**src/rtl/traffic_sched.sv**
```systemverilog
// traffic_sched -- three-approach traffic light scheduler.
//
// Cycles CLEAR (all red) -> PREP (red-yellow) -> GREEN -> YELLOW for one
// granted approach at a time. Arbitration on the final CLEAR tick is
// round-robin starting after the previously granted approach. Timing only
// advances on cycles where 'tick' is high.
//
// Optional feature: define TRAFFIC_SCHED_PED_EN to add a pedestrian WALK
// phase (all red, walk=1) inserted after YELLOW when a pedestrian request
// has been latched.
//
// Ports
//   clk50M   in   1  sole clock, rising edge
//   rst      in   1  asynchronous active-high reset
//   tick     in   1  one-cycle timebase pulse
//   req      in   3  level demand per approach (bit n = approach n)
//   ped_req  in   1  pedestrian request pulse (TRAFFIC_SCHED_PED_EN only)
//   tfst     out  6  light code per approach, [2n+1:2n]:
//                    00 red, 11 red-yellow, 10 green, 01 yellow
//   active   out  2  approach currently granted (0..2)
//   phase    out  2  state: 0 CLEAR (also WALK), 1 PREP, 2 GREEN, 3 YELLOW
//   walk     out  1  pedestrian walk lamp (TRAFFIC_SCHED_PED_EN only)

module traffic_sched #(
    parameter int T_CLEAR     = 5,
    parameter int T_PREP      = 2,
    parameter int T_MIN_GREEN = 5,
    parameter int T_MAX_GREEN = 10,
`ifdef TRAFFIC_SCHED_PED_EN
    parameter int T_YELLOW    = 2,
    parameter int T_WALK      = 6
`else
    parameter int T_YELLOW    = 2
`endif
) (
    input  logic       clk50M,
    input  logic       rst,
    input  logic       tick,
    input  logic [2:0] req,
`ifdef TRAFFIC_SCHED_PED_EN
    input  logic       ped_req,
    output logic       walk,
`endif
    output logic [5:0] tfst,
    output logic [1:0] active,
    output logic [1:0] phase
);

`ifdef TRAFFIC_SCHED_PED_EN
    typedef enum logic [2:0] {
        S_CLEAR  = 3'd0,
        S_PREP   = 3'd1,
        S_GREEN  = 3'd2,
        S_YELLOW = 3'd3,
        S_WALK   = 3'd4
    } state_t;
    localparam logic [3:0] WALK_LAST = 4'(T_WALK - 1);
`else
    typedef enum logic [1:0] {
        S_CLEAR  = 2'd0,
        S_PREP   = 2'd1,
        S_GREEN  = 2'd2,
        S_YELLOW = 2'd3
    } state_t;
`endif

    localparam logic [3:0] CLEAR_LAST  = 4'(T_CLEAR - 1);
    localparam logic [3:0] PREP_LAST   = 4'(T_PREP - 1);
    localparam logic [3:0] YELLOW_LAST = 4'(T_YELLOW - 1);
    localparam logic [3:0] GREEN_SAT   = 4'(T_MAX_GREEN - 1);
    localparam logic [3:0] MIN_GREEN   = 4'(T_MIN_GREEN);

    state_t     state_q, state_d;
    logic [3:0] cnt_q, cnt_d;
    logic [1:0] active_q, active_d;
    logic [5:0] tfst_q, tfst_d;
    logic [1:0] phase_q, phase_d;
    logic       rst_dly_q;

    logic       tick_ok;
    logic [1:0] rr1, rr2, grant;
    logic [2:0] others;
    logic [3:0] elapsed;
    logic [1:0] code_d;

`ifdef TRAFFIC_SCHED_PED_EN
    logic ped_q, ped_d;
    logic walk_q, walk_d;
    logic ped_set;
    assign ped_set = ped_q | ped_req;
    assign walk    = walk_q;
`endif

    assign tfst   = tfst_q;
    assign active = active_q;
    assign phase  = phase_q;

    // High on the first clock edge after reset release, so a tick on the
    // release cycle is discarded.
    always_ff @(posedge clk50M or posedge rst) begin
        if (rst) rst_dly_q <= 1'b1;
        else     rst_dly_q <= 1'b0;
    end

    assign tick_ok = tick & ~rst_dly_q;

    // Round-robin candidates after the last grant; falls back to the
    // last grant itself when it is the only requester.
    assign rr1   = (active_q == 2'd2) ? 2'd0 : active_q + 2'd1;
    assign rr2   = (rr1 == 2'd2) ? 2'd0 : rr1 + 2'd1;
    assign grant = req[rr1] ? rr1 : (req[rr2] ? rr2 : active_q);

    assign others  = req & ~(3'b001 << active_q);
    assign elapsed = cnt_q + 4'd1;

    always_ff @(posedge clk50M or posedge rst) begin
        if (rst) begin
            state_q  <= S_CLEAR;
            cnt_q    <= 4'd0;
            active_q <= 2'd2;
            tfst_q   <= 6'd0;
            phase_q  <= 2'd0;
`ifdef TRAFFIC_SCHED_PED_EN
            ped_q    <= 1'b0;
            walk_q   <= 1'b0;
`endif
        end else begin
            state_q  <= state_d;
            cnt_q    <= cnt_d;
            active_q <= active_d;
            tfst_q   <= tfst_d;
            phase_q  <= phase_d;
`ifdef TRAFFIC_SCHED_PED_EN
            ped_q    <= ped_d;
            walk_q   <= walk_d;
`endif
        end
    end

    always_comb begin
        state_d  = state_q;
        cnt_d    = cnt_q;
        active_d = active_q;
`ifdef TRAFFIC_SCHED_PED_EN
        ped_d    = ped_set;
`endif
        if (tick_ok) begin
            case (state_q)
                S_CLEAR: begin
                    // With no demand the counter parks on the last tick and
                    // arbitration repeats on every following tick.
                    if (cnt_q == CLEAR_LAST) begin
                        if (|req) begin
                            state_d  = S_PREP;
                            cnt_d    = 4'd0;
                            active_d = grant;
                        end
                    end else begin
                        cnt_d = cnt_q + 4'd1;
                    end
                end
                S_PREP: begin
                    if (cnt_q == PREP_LAST) begin
                        state_d = S_GREEN;
                        cnt_d   = 4'd0;
                    end else begin
                        cnt_d = cnt_q + 4'd1;
                    end
                end
                S_GREEN: begin
                    // Max green only applies when contested, and a contested
                    // green always leaves once minimum green is met, so the
                    // minimum test covers both limits. Uncontested green rests
                    // with the counter saturated.
                    if ((|others) && (elapsed >= MIN_GREEN)) begin
                        state_d = S_YELLOW;
                        cnt_d   = 4'd0;
                    end else if (cnt_q != GREEN_SAT) begin
                        cnt_d = cnt_q + 4'd1;
                    end
                end
                S_YELLOW: begin
                    if (cnt_q == YELLOW_LAST) begin
                        cnt_d   = 4'd0;
`ifdef TRAFFIC_SCHED_PED_EN
                        if (ped_set) begin
                            state_d = S_WALK;
                            ped_d   = 1'b0;
                        end else begin
                            state_d = S_CLEAR;
                        end
`else
                        state_d = S_CLEAR;
`endif
                    end else begin
                        cnt_d = cnt_q + 4'd1;
                    end
                end
`ifdef TRAFFIC_SCHED_PED_EN
                S_WALK: begin
                    if (cnt_q == WALK_LAST) begin
                        state_d = S_CLEAR;
                        cnt_d   = 4'd0;
                    end else begin
                        cnt_d = cnt_q + 4'd1;
                    end
                end
`endif
                default: begin
                    state_d = S_CLEAR;
                    cnt_d   = 4'd0;
                end
            endcase
        end

        // Outputs are decoded from next state so they land in registers.
        case (state_d)
            S_PREP:   code_d = 2'b11;
            S_GREEN:  code_d = 2'b10;
            S_YELLOW: code_d = 2'b01;
            default:  code_d = 2'b00;
        endcase
        tfst_d  = {4'b0000, code_d} << {active_d, 1'b0};
        // WALK (code 4) truncates to phase 0.
        phase_d = 2'(state_d);
`ifdef TRAFFIC_SCHED_PED_EN
        walk_d  = (state_d == S_WALK);
`endif
    end

endmodule

```
**config.mk**
```make
export PLATFORM = sky130hd
export DESIGN_NAME = traffic_sched
export DESIGN_NICKNAME = d
export VERILOG_FILES = /design/src/rtl/traffic_sched.sv
export SDC_FILE = /design/constraint.sdc
export NUM_CORES = 1
export LEC_CHECK = 0
export BUFFER_PORTS_ARGS = -buffer_cell sky130_fd_sc_hd__clkbuf_2
export CAP_MARGIN = 20
export CORE_AREA = 2 2 44 46
export CTS_BUF_LIST = sky130_fd_sc_hd__clkbuf_8
export CTS_CLUSTER_SIZE = 8
export DETAILED_ROUTE_END_ITERATION = 10
export DIE_AREA = 0 0 46 48
export GPL_ROUTABILITY_DRIVEN = 0
export GPL_TIMING_DRIVEN = 0
export PLACE_DENSITY_LB_ADDON = 0.12
export SLEW_MARGIN = 20
export SYNTH_ARGS = -nofsm -noshare
export SYNTH_HDL_FRONTEND = slang
export SYNTH_SLANG_ARGS = --single-unit
```
**constraint.sdc**
```tcl
create_clock -name clk50M -period 2.6 [get_ports clk50M]
set_input_delay 0.26 -clock clk50M [delete_from_list [all_inputs] [get_ports clk50M]]
set_output_delay 0.26 -clock clk50M [all_outputs]
set_load 0.05 [all_outputs]
```
==> flow_summary_export.csv, run 1 <==
group,metric,value,unit
critical_path,crit_chain,"ha_1 > xor2_1 > a21o_1 > o21ai_0 > nor2_1 > o22ai_1 > inv_1 > ha_1 > o21bai_1 > nor2_1",
critical_path,critPathCaptureType,"flip-flop",
floorplan,dieArea,0.00221,mm^2
global_routing,gr-total-overflow,0,
critical_path,crit_required,2.72,ns
run_status,outcome,"finished clean",
global_routing,grt_pass1_wl,2790,um
yosys,synth.avg_cell_area,9.33,um^2
yosys,synth_compound_gate_area_share,20.5,%
critical_path,critPathMaxFanout,7,
global_routing,grt_max_degree,16,
global_routing,antenna_found_initial,0,
cts,clk_latency,0.24,ns
power,ir_worst_vdd,0.683,mV
cts,numCtsBuffers,3,
yosys,synth_top_family_by_area,"compound AO/OA/AOI/OAI gates",
critical_path,slowest_delay,0.45,ns
critical_path,arrival,2.34,ns
timing,period_share,85.5,%
timing,fmax,450,MHz
min_path,hold_path_class,"in -> async",
cts,cts_hold_buf,0,
yosys,synth_xor_area_share,2.87,%
yosys,netlist_area,915,um^2
route,via_per_inst,5.32,
cts,ctsResizeCount,0,
timing,fin_hold_ws,0.0363,ns
floorplan,start_util,54.1,%
cts,post-cts-setup-buffers,0,
yosys,ys_warn_count,0,
yosys,muxShareOfSynthArea,0,%
floorplan,fp.dieH,48,um
yosys,synth_area_leader_cell,"dfrtp_1",
timing,setup_tns,0,ns
yosys,synth_nets,112,
cts,htreeDepth,1,
layout,fin_util,62.5,%
yosys,synth_edf_count,0,
global_routing,grt_pass1_vias,688,
critical_path,critPathLaunchType,"flip-flop",
critical_path,cp_top_family,"compound AO/OA/AOI/OAI gates",
placement,dp_hpwl,1290,um
yosys,synthTopCellsByArea,"dfrtp_1, ha_1, dfstp_2",
floorplan,io_pins,16,
power,cellLeakagePower,0.536,nW
placement,dp_cells,130,
yosys,synth_ff_type,"dfrtp_1",
layout,drive_above_1_share,21.4,%
run,cap_violations,0,
timing,finalClockSkew,0.00393,ns
cts,clkTransAtPathRegs,0.06,ns
floorplan,dieWidth,46,um
timing,worst_pin_slew,0.549,ns
route,ant_nets,0,
yosys,synth_cell_types,31,
timing,max_slew_margin,63.4,%
route,drt_iter0_drc,10,
floorplan,core-area,0.00169,mm^2
critical_path,critical_path_class,"reg -> reg",
timing,setup_viol,0,
yosys,synth_top_area_share,35.6,%
cts,ctsLongestPathBuffers,2,
placement,io_buffer_count,15,
cts,cts_tree,"yes",
yosys,synthAdderAreaFrac,10.9,%
route,drtPass1Iterations,4,
global_routing,grt_usage,17.8,%
layout,diodes,0,
layout,fillers,153,
yosys,synth-seq-cells,15,
layout,nNetsFinal,132,
layout,fin_cells,134,
timing,min_period,2.22,ns
layout,synthToLayoutAreaGrowth,15.5,%
yosys,synth_seq_area_share,41.3,%
yosys,async_flop_share,100,%
route,wl_per_cell,11.9,um
route,drc,0,
cts,clock-sinks,15,
yosys,ys_top_cells_by_count,"dfrtp_1, nor2_1, ha_1, inv_1, o21ai_0",
cts,root_buffer,"clkbuf_8",
critical_path,crit_path_top_delay_cell,"dfrtp_1",
floorplan,rows,15,
timing,hold_violations,0,
power,power.density,1310,mW/mm^2
critical_path,cp.buffers_inverters,1,
route,totalWireLength,1590,um
route,vias,713,
timing,grt_setup_unrepaired,"no",
yosys,yosys.area_share.simple,20.1,%
yosys,netlist_instances,98,
timing,slew_violations,0,
[cell families (layout without fill, tap and decap cells)]
family,count (synthesis),in the layout
other cells,1,1
xor+xnor,3,3
fa+ha+maj,8,8
compound gates,27,27
buf+inv,9,28
simple gates,35,35
flops,15,15
[per-layer routing]
layer	global-route usage [%]	share of wire [%]	up-vias
li1	-	-	368
met1	23.6	47	327
met2	29.7	49	16
met3	2.26	2.9	2
met4	6.86	0.88	0
met5	0	0	-
[worst reg2reg max path, stage by stage, from the launching register on]
cell,delay [ns]
dfrtp_1,0.45
ha_1,0.27
xor2_1,0.16
a21o_1,0.18
o21ai_0,0.15
nor2_1,0.06
o22ai_1,0.18
inv_1,0.11
ha_1,0.19
o21bai_1,0.25
nor2_1,0.09
[worst paths after layout]
check	from	to	slack (ns)	cells after the start
max reg2reg	cnt_q[0]$_DFFE_PP0P_	tfst[2]$_DFF_PP0_	0.38	10
max in group asynchronous	rst	rst_dly_q$_DFF_PP1_	2.19	2
min reg2reg	cnt_q[1]$_DFFE_PP0P_	cnt_q[1]$_DFFE_PP0P_	0.56	2
min	rst	tfst[1]$_DFF_PP0_	0.04	2
min in group clk50M	req[2]	active[1]$_DFF_PP1_	0.36	3
max	cnt_q[0]$_DFFE_PP0P_	tfst[2]$_DFF_PP0_	0.38	10
[cell usage in the layout, fill, tap and decap left out, types with 2 or more instances in the layout]
cell type and n:
clkbuf_2 15, nor2_1 13, dfrtp_1 13, inv_1 9, o21ai_0 8, ha_1 8
nand2b_1 5, nand2_1 5, a21oi_1 4, a21o_1 4, clkbuf_8 3, or2_1 2
xor2_1 2, or3_1 2, o21a_1 2, nor2b_1 2, o21ai_1 2, o21bai_1 2
dfstp_2 2
[registers in the layout (all words and copies together) (netlist names)]
name,count
active,2
cnt_q,4
tfst,6
rst_dly_q,1
phase,2
[metrics by stage]
stage          setup slack (ns)  area (um^2)  power (mW)
6_report                  0.377         1060        1.39
4_1_cts                   0.366         1060        1.40
3_3_place_gp              0.422         1010        1.19
5_1_grt                   0.177         1060        1.52
3_5_place_dp              0.377         1010        1.22
2_1_floorplan             0.463          915        1.04
[layout make-up]
class,instances,area [um^2],area share [%]
sequential,15,378,35.8
clock buffer,3,41.3,3.91
buffer,1,5.00,0.474
inverter,8,30.0,2.84
multi-input combinational,74,502,47.5
clock inverter,1,3.75,0.355
timing repair buffer,15,75.1,7.11
tap,17,21.3,2.01
[where the power goes]
part	internal, mW	switching (mW)	total [mW]
clock network	0.104	0.0719	0.176
registers	0.334	0.0967	0.431
logic	0.236	0.543	0.778
No activity file was read; power rests on OpenSTA's default activity.
==> run 2, diff against run 1 <==
CORE_AREA = 2 2 46 44   (was 2 2 44 46)
DIE_AREA = 0 0 48 46   (was 0 0 46 48)
==> run 2 against run 1 <==
Clock power increased by 6%. Via count decreased by 0.70%. Hold slack got worse by 0.0082 ns. Combinational power about the same. Sequential share of layout area decreased by 0.38 points. Clock skew increased by 0.00086 ns. Fmax increased by 0.86%. Largest cell class unchanged. Highest routed layer unchanged.
==> flow_summary_export.csv, run 2 (synthesis results as in run 1) <==
group,metric,value,unit
global_routing,antenna_found_initial,0,
timing,setup_viol,0,
timing,worst_pin_slew,0.548,ns
route,vias,708,
power,pwr-share-clk,13.4,%
critical_path,critPathMaxFanout,7,
cts,clk_latency,0.25,ns
cts,clkTransAtPathRegs,0.06,ns
global_routing,grt-busiest-layer,"met1",
global_routing,grt.met2_usage,25.6,%
run,cap_violations,0,
layout,drive_above_1_share,22.2,%
power,cellLeakagePower,0.535,nW
global_routing,grt_pass1_vias,639,
power,p_sw_share,51.4,%
layout,nNetsFinal,132,
floorplan,dieWidth,48,um
cts,cts_hold_buf,0,
global_routing,grt_pass1_wl,2680,um
power,cellInternalPower,0.678,mW
global_routing,grt_usage,17.9,%
timing,grt_setup_unrepaired,"no",
cts,ctsLongestPathBuffers,2,
power,seq_power_share,30.9,%
critical_path,critPathLaunchType,"flip-flop",
critical_path,critical_path_class,"reg -> reg",
cts,post-cts-setup-buffers,0,
critical_path,crit_required,2.73,ns
layout,fin_util,59.9,%
cts,cts_tree,"yes",
cts,numCtsBuffers,3,
layout,diodes,0,
floorplan,rows,15,
placement,dp_hpwl,1250,um
critical_path,critPathCaptureType,"flip-flop",
route,drt_iter0_drc,8,
route,ant_nets,0,
floorplan,core-area,0.00178,mm^2
cts,clock-sinks,15,
timing,setup_tns,0,ns
floorplan,start_util,51.3,%
placement,dp_cells,138,
floorplan,io_pins,16,
layout,final_common_cell,"clkbuf_2",
timing,min_period,2.20,ns
layout,final_cell_mix,"clkbuf_2, nor2_1, dfrtp_1",
route,wl_per_cell,11.2,um
power,combPwrFrac,55.8,%
power,ir_worst_vdd,0.837,mV
min_path,hold_path_class,"in -> async",
timing,slew_violations,0,
timing,max_slew_margin,63.4,%
timing,period_share,84.8,%
layout,synthToLayoutAreaGrowth,16.7,%
layout,fin_cells,142,
cts,root_buffer,"clkbuf_8",
route,via_per_inst,4.99,
layout,largest_reg_flops,6,
placement,io_buffer_count,15,
timing,finalClockSkew,0.00479,ns
cts,htreeDepth,1,
route,totalWireLength,1590,um
power,power.density,1310,mW/mm^2
critical_path,arrival,2.34,ns
timing,fmax,454,MHz
layout,fillers,159,
global_routing,grt_util_met1,25.9,%
route,drc,0,
floorplan,dieArea,0.00221,mm^2
global_routing,grt_max_degree,16,
floorplan,fp.dieH,46,um
timing,hold_violations,0,
global_routing,gr-total-overflow,0,
cts,ctsResizeCount,0,
power,p_switching,0.718,mW
run_status,outcome,"finished clean",
global_routing,use_met3,3.57,%
route,drtPass1Iterations,4,
==> run 2: cell types whose count changed in the layout (fill, tap and decap cells not counted), sizes merged <==
cell    delta
clkinv     +1
inv        -1
==> run 2: power by group through the flow <==
| stage | clock network, mW | logic (mW) | registers (mW) |
|---|---|---|---|
| 2_1_floorplan | 0 | 0.373 | 0.666 |
| 6_report | 0.186 | 0.778 | 0.431 |
| 3_5_place_dp | 0 | 0.780 | 0.435 |
| 3_3_place_gp | 0 | 0.767 | 0.430 |
| 4_1_cts | 0.194 | 0.787 | 0.432 |
| 5_1_grt | 0.199 | 0.878 | 0.446 |
==> run 2: final cells by class <==
class                      count  area (um^2)  share of cell area, %
sequential                    15          378                   35.4
tap                           25         31.3                   2.93
inverter                       8         30.0                   2.81
clock buffer                   3         41.3                   3.87
multi-input combinational     74          502                   47.0
clock inverter                 1         5.00                  0.469
timing repair buffer          15         75.1                   7.03
buffer                         1         5.00                  0.469
==> run 2: path summary, 6_finish.rpt <==
kind	from	end	slack [ns]	depth (start not counted)
hold reg to reg	cnt_q[1]$_DFFE_PP0P_	cnt_q[1]$_DFFE_PP0P_	0.56	2
max in group asynchronous	rst	rst_dly_q$_DFF_PP1_	2.20	2
min in group clk50M	req[2]	active[1]$_DFF_PP1_	0.36	3
setup reg to reg	cnt_q[0]$_DFFE_PP0P_	tfst[2]$_DFF_PP0_	0.40	10
setup / recovery	cnt_q[0]$_DFFE_PP0P_	tfst[2]$_DFF_PP0_	0.40	10
hold / removal	rst	tfst[2]$_DFF_PP0_	0.03	2
==> run 2: routing by layer <==
metal  part of all wire [%]  routed length (um)
met5                      0                   0
met4                    1.8                  29
met3                    4.1                  66
met2                     42                 676
met1                     51                 819
==> run 2: critical path, stage by stage (launching register included) <==
cell,delay [ns]
dfrtp_1,0.45
ha_1,0.28
xor2_1,0.15
a21o_1,0.18
o21ai_0,0.14
nor2_1,0.05
o22ai_1,0.20
inv_1,0.11
ha_1,0.19
o21bai_1,0.25
nor2_1,0.08
==> run 2: stage by stage <==
stage | power, mW | hold slack (ns) | worst slack (ns) | cell area [um^2]
after detailed placement | 1.22 | 0.317 | 0.389 | 1020
after global placement | 1.20 | 0.310 | 0.417 | 1020
final | 1.40 | 0.0282 | 0.396 | 1070
after global routing | 1.52 | 0.103 | 0.0816 | 1070
after floorplan | 1.04 | 0.160 | 0.463 | 915
after CTS | 1.41 | 0.0470 | 0.381 | 1070
